==> config.mk <==
export PLATFORM = sky130hd
export DESIGN_NAME = divider_sd
export DESIGN_NICKNAME = d
export VERILOG_FILES = /design/src/rtl/divider_sd.sv
export SDC_FILE = /design/constraint.sdc
export NUM_CORES = 1
export LEC_CHECK = 0
export BUFFER_PORTS_ARGS = -buffer_cell sky130_fd_sc_hd__buf_2
export CAP_MARGIN = 20
export CORE_MARGIN = 2
export CORE_UTILIZATION = 30
export CTS_CLUSTER_DIAMETER = 120
export DETAILED_ROUTE_END_ITERATION = 10
export PLACE_DENSITY = 0.5
export SYNTH_ARGS = -nofsm -noshare
export SYNTH_HDL_FRONTEND = slang
export SYNTH_SLANG_ARGS = --single-unit
export TNS_END_PERCENT = 1
==> constraint.sdc <==
create_clock -name clk_i -period 7.2 [get_ports clk_i]
set_clock_uncertainty 0.15 [all_clocks]
set_input_delay 0.72 -clock clk_i [delete_from_list [all_inputs] [get_ports clk_i]]
set_output_delay 0.72 -clock clk_i [all_outputs]
set_load 0.03 [all_outputs]
==> src/rtl/divider_sd.sv <==
`timescale 1ns/1ps
// -----------------------------------------------------------------------------
// divider_sd
//   Iterative radix-2 restoring integer divider. It handles signed
//   (two's-complement) and unsigned operands, selected for each operation.
//   It computes one quotient bit per clock. The core always divides
//   magnitudes, and signs are applied in a final fix-up cycle. Divide by zero
//   returns q = all ones and r = the dividend, and raises div_zero.
//   Signed MIN / -1 gives q = MIN and r = 0 without any special handling.
//
//   Latency: WIDTH+1 cycles from the start edge to done.
//            1 cycle for divide by zero.
//
// Ports
//   clk_i        rising-edge clock
//   rst_ni       asynchronous active-low reset; clears all state and outputs
//   start_i      request, sampled only while idle
//   is_signed_i  1 = signed divide, 0 = unsigned (sampled with start_i)
//   dividend_i   dividend (sampled with start_i)
//   divisor_i    divisor  (sampled with start_i)
//   q_o          quotient, registered, held until the next done
//   r_o          remainder, registered, held until the next done
//   busy_o       high from the cycle after an accepted start until the result edge
//   done_o       one-cycle pulse coincident with new q_o/r_o
//   div_zero_o   set with done_o on divide by zero, held until the next accepted start
// -----------------------------------------------------------------------------
module divider_sd #(
  parameter int WIDTH = 32
) (
  input  logic             clk_i,
  input  logic             rst_ni,
  input  logic             start_i,
  input  logic             is_signed_i,
  input  logic [WIDTH-1:0] dividend_i,
  input  logic [WIDTH-1:0] divisor_i,
  output logic [WIDTH-1:0] q_o,
  output logic [WIDTH-1:0] r_o,
  output logic             busy_o,
  output logic             done_o,
  output logic             div_zero_o
);

  localparam int               CNT_W     = $clog2(WIDTH + 1);
  localparam logic [CNT_W-1:0] LAST_STEP = CNT_W'(WIDTH - 1);

  typedef enum logic [1:0] {
    S_IDLE = 2'd0,
    S_RUN  = 2'd1,
    S_FIX  = 2'd2
  } state_e;

  // Two's-complement negate when neg is set.
  function automatic logic [WIDTH-1:0] neg_if(input logic [WIDTH-1:0] v,
                                              input logic             neg);
    return neg ? (~v + WIDTH'(1)) : v;
  endfunction

  // Magnitude of an operand as an unsigned WIDTH-bit value. abs(MIN) wraps
  // to MIN, which is the correct unsigned magnitude 2^(WIDTH-1).
  function automatic logic [WIDTH-1:0] mag(input logic signed [WIDTH-1:0] v,
                                           input logic                    sgn);
    return neg_if(v, sgn & v[WIDTH-1]);
  endfunction

  state_e           state_q, state_d;
  logic [CNT_W-1:0] cnt_q, cnt_d;
  logic [WIDTH-1:0] rem_q, rem_d;
  logic [WIDTH-1:0] quo_q, quo_d;
  logic [WIDTH-1:0] dvs_q, dvs_d;
  logic             neg_quo_q, neg_quo_d;
  logic             neg_rem_q, neg_rem_d;
  logic             dz_q, dz_d;
  logic [WIDTH-1:0] q_q, q_d;
  logic [WIDTH-1:0] r_q, r_d;
  logic             busy_q, busy_d;
  logic             done_q, done_d;
  logic             div_zero_q, div_zero_d;

  logic signed [WIDTH-1:0] dividend_s;
  logic signed [WIDTH-1:0] divisor_s;
  logic                    dvd_neg;
  logic                    dvs_neg;

  // Partial remainder after the left shift of {rem, quo}, and the trial
  // difference. The extra top bit is the borrow. Because rem < divisor
  // always holds, a non-negative trial always fits back into WIDTH bits.
  logic [WIDTH:0] rem_sh;
  logic [WIDTH:0] trial;

  assign dividend_s = dividend_i;
  assign divisor_s  = divisor_i;
  assign dvd_neg    = is_signed_i & dividend_s[WIDTH-1];
  assign dvs_neg    = is_signed_i & divisor_s[WIDTH-1];

  assign rem_sh = {rem_q, quo_q[WIDTH-1]};
  assign trial  = rem_sh - {1'b0, dvs_q};

  always_comb begin
    state_d    = state_q;
    cnt_d      = cnt_q;
    rem_d      = rem_q;
    quo_d      = quo_q;
    dvs_d      = dvs_q;
    neg_quo_d  = neg_quo_q;
    neg_rem_d  = neg_rem_q;
    dz_d       = dz_q;
    q_d        = q_q;
    r_d        = r_q;
    busy_d     = busy_q;
    done_d     = 1'b0;
    div_zero_d = div_zero_q;

    case (state_q)
      // Accept: latch magnitudes and result signs.
      S_IDLE: begin
        if (start_i) begin
          rem_d      = '0;
          quo_d      = mag(dividend_s, is_signed_i);
          dvs_d      = mag(divisor_s, is_signed_i);
          neg_quo_d  = dvd_neg ^ dvs_neg;
          neg_rem_d  = dvd_neg;
          dz_d       = (divisor_i == '0);
          cnt_d      = '0;
          busy_d     = 1'b1;
          div_zero_d = 1'b0;
          state_d    = (divisor_i == '0) ? S_FIX : S_RUN;
        end
      end

      // One restoring step per cycle.
      S_RUN: begin
        if (!trial[WIDTH]) begin
          rem_d = trial[WIDTH-1:0];
          quo_d = {quo_q[WIDTH-2:0], 1'b1};
        end else begin
          rem_d = rem_sh[WIDTH-1:0];
          quo_d = {quo_q[WIDTH-2:0], 1'b0};
        end
        cnt_d = cnt_q + CNT_W'(1);
        if (cnt_q == LAST_STEP) begin
          state_d = S_FIX;
        end
      end

      // Sign fix-up and result write.
      S_FIX: begin
        if (dz_q) begin
          // quo still holds the dividend magnitude. Re-applying the dividend
          // sign restores the original dividend bits.
          q_d        = '1;
          r_d        = neg_if(quo_q, neg_rem_q);
          div_zero_d = 1'b1;
        end else begin
          q_d = neg_if(quo_q, neg_quo_q);
          r_d = neg_if(rem_q, neg_rem_q);
        end
        busy_d  = 1'b0;
        done_d  = 1'b1;
        state_d = S_IDLE;
      end

      default: begin
        busy_d  = 1'b0;
        state_d = S_IDLE;
      end
    endcase
  end

  always_ff @(posedge clk_i or negedge rst_ni) begin
    if (!rst_ni) begin
      state_q    <= S_IDLE;
      cnt_q      <= '0;
      rem_q      <= '0;
      quo_q      <= '0;
      dvs_q      <= '0;
      neg_quo_q  <= 1'b0;
      neg_rem_q  <= 1'b0;
      dz_q       <= 1'b0;
      q_q        <= '0;
      r_q        <= '0;
      busy_q     <= 1'b0;
      done_q     <= 1'b0;
      div_zero_q <= 1'b0;
    end else begin
      state_q    <= state_d;
      cnt_q      <= cnt_d;
      rem_q      <= rem_d;
      quo_q      <= quo_d;
      dvs_q      <= dvs_d;
      neg_quo_q  <= neg_quo_d;
      neg_rem_q  <= neg_rem_d;
      dz_q       <= dz_d;
      q_q        <= q_d;
      r_q        <= r_d;
      busy_q     <= busy_d;
      done_q     <= done_d;
      div_zero_q <= div_zero_d;
    end
  end

  assign q_o        = q_q;
  assign r_o        = r_q;
  assign busy_o     = busy_q;
  assign done_o     = done_q;
  assign div_zero_o = div_zero_q;

endmodule

==> flow_summary.toml <==
[floorplan]
die_w_um = 203.6
dieArea_sq_um = 41460
die-height_um = 203.6
rows = 73
ios = 135
coreArea_sq_um = 39550
initial_core_util_pct = 30.23

[grt]
track_usage_pct = 17.30
grt_pass1_vias = 9867
grt_max_degree = 68
grt-ovfl-total = 0
antenna_found_initial = 0
grt_pass1_wl_mm = 56.52

[sta]
slew_headroom_pct = 41.46
grt_setup_unrepaired = "no"
setup_slack_ns = 3.031
setup_viol = 0
finalCritPeriodShare_pct = 57.90
finalMaxSlewViolations = 0
worst_pin_slew_ns = 0.8771
setup_tns_ns = 0
hold_viol = 0
fmaxAchievable_mhz = 239.9
min_period_ns = 4.169

[worst_setup_path]
r2r_start = "quo_q[31]$_DFFE_PN0P_"
cp.required_ns = 7.36
critPathArrivalTime_ns = 4.33
cp-startpoint = "quo_q[31]$_DFFE_PN0P_"
ff2ff_path_depth = 12
cp-end-kind = "flop"
crit_path_start_kind = "flop"
path_class = "flop to flop"
path_max_fanout = 25

[clock_network]
clock_latency_ns = 0.45
cts_setup_buffers = 0
clock-sinks = 174
cts_root_buffer = "clkbuf_16"
cts_tree = "done"
hold_buffers = 0
cts_max_level = 4
clockBufferDepth = 2
post_cts_resized = 0
cts_made_buffers = 17
clk_pin_slew_ns = 0.07

[yosys]
syn_avg_cell_area_sq_um = 8.366
synth-edff-count = 0
synthCells = 1429
ys_warn_count = 0
synth_seq_cells = 174
yosysUniqueCellTypes = 75
ys.flop_type = "dfrtp_1"
syn_area_sq_um = 11960
ys_async_sr_fraction_pct = 100.0
seq_area_frac_synth_pct = 36.42
synth_nets = 1535

[route]
drc_errors = 0
ant_nets = 0
num_vias = 10370
drtIter0Drc = 773
first_pass_iters = 5
routed_via_density = 5.080
wirelength_mm = 35.28
wire_per_inst_um = 17.28

[final_layout]
final_util_pct = 34.56
syn2layout_area_growth_pct = 14.34
final_common_cell = "nand2_1"
antennaDiodeCount = 0
final_cell_mix = "nand2_1 (193), o21ai_0 (178), dfrtp_1 (172)"
drive_gt1_share_pct = 14.50
fin_nets = 1610

[status]
status = "finished clean"

[place]
dp_hpwl_mm = 25.83
place.gp.congestion = 0.8308
port-buffer-count = 134
dp_slack_ns = 3.021

[power_and_ir_drop]
finalPower_uw = 7212
peakVddDrop_v = 0.0002133
cellLeakagePower_uw = 0.005969
pwr_density_cell_nw_per_um2 = 527.6

[min_path]
hold_class = "input pin to async pin"

[run]
max_cap_violations = 0
[final timing paths]
kind                       slack, ns               endpoint
max                             3.03  rem_q[23]$_DFFE_PN0P_
max in group asynchronous       5.51       dz_q$_DFFE_PN0P_
min in group clk_i              0.33  dvs_q[27]$_DFFE_PN0P_
min                             0.07   quo_q[9]$_DFFE_PN0P_
max reg2reg                     3.03  rem_q[23]$_DFFE_PN0P_
min reg2reg                     0.33  dvs_q[27]$_DFFE_PN0P_
[worst max-delay path: stages (launching register included)]
cell and delay [ns]:
dfrtp_1 0.36, inv_1 0.10, ha_1 0.24, fa_1 0.39, nand2b_1 0.18, a21oi_1 0.21, o22ai_1 0.19, o31ai_2 0.41
a22oi_1 0.22, nand4_1 0.23, nand3_2 0.70, nand2_1 0.50, o21ai_0 0.15
[cell type report]
type	count	area [sq um]
Sequential cell	174	4357
Timing Repair Buffer	147	774.5
Inverter	47	176.4
Fill cell	4175	25880
Clock inverter	15	198.9
Clock buffer	17	425.4
Tap cell	525	656.9
Multi-Input combinational cell	1117	7081
[report_power, final]
part | switching [uW] | leakage [uW] | internal, uW
Clock | 454 | 0.000298 | 560
Sequential | 562 | 0.00223 | 1390
Combinational | 2490 | 0.00344 | 1760
Total | 3510 | 0.00597 | 3710
[state kept, by name (all words and copies together) (netlist names), 2 cells and up]
name	flops
dvs_q	32
q_o	32
quo_q	32
r_o	32
rem_q	32
cnt_q	6
state_q	2
[routing by layer]
| metal | vias up | global-route usage, % | share of wire (%) |
|---|---|---|---|
| met2 | 258 | 25.67 | 43 |
| met1 | 4918 | 25.85 | 50 |
| met3 | 25 | 2.445 | 4.5 |
| met5 | - | 0 | 0 |
| met4 | 0 | 5.083 | 1.7 |
| li1 | 5173 | - | - |
[logic make-up after synthesis]
family,Yosys count,share of synthesized area (%)
buf+inv,138,4.605
fa+ha+maj,38,4.040
xor+xnor,169,12.38
mux,41,3.579
flops,174,36.42
compound gates,421,21.23
simple gates,448,17.74
[cells in the mapped netlist (8+ instances only)]
master | n | area [sq um]
nor2b_1 | 10 | 62.56
nand3_1 | 24 | 120.1
mux2i_1 | 36 | 360.4
and3_1 | 19 | 118.9
buf_1 | 8 | 30.03
a22oi_1 | 27 | 202.7
a31oi_1 | 10 | 62.56
nand2_1 | 193 | 724.4
nand4_1 | 10 | 62.56
inv_1 | 46 | 172.7
ha_1 | 37 | 462.9
o21ai_1 | 8 | 40.04
nand2b_1 | 12 | 75.07
or3_1 | 29 | 181.4
a21oi_1 | 97 | 485.5
o31ai_1 | 27 | 202.7
o21ai_0 | 178 | 890.9
nor2_1 | 88 | 330.3
dfrtp_1 | 174 | 4354
xor2_1 | 82 | 718.2
clkbuf_1 | 71 | 266.5
xnor2_1 | 87 | 762.0
a21o_1 | 16 | 120.1
or4_1 | 8 | 60.06
nor3_1 | 17 | 85.08
[per-stage QoR]
stage | cells | area (sq um) | hold WS [ns]
2_1_floorplan | 1429 | 11960 | 0.2744
3_3_place_gp | 2010 | 13050 | 0.3120
3_5_place_dp | 2010 | 13050 | 0.3197
4_1_cts | 2042 | 13670 | 0.07311
5_1_grt | 2042 | 13670 | 0.1033
6_report | 2042 | 13670 | 0.06827
No activity file was read; power rests on OpenSTA's default activity.
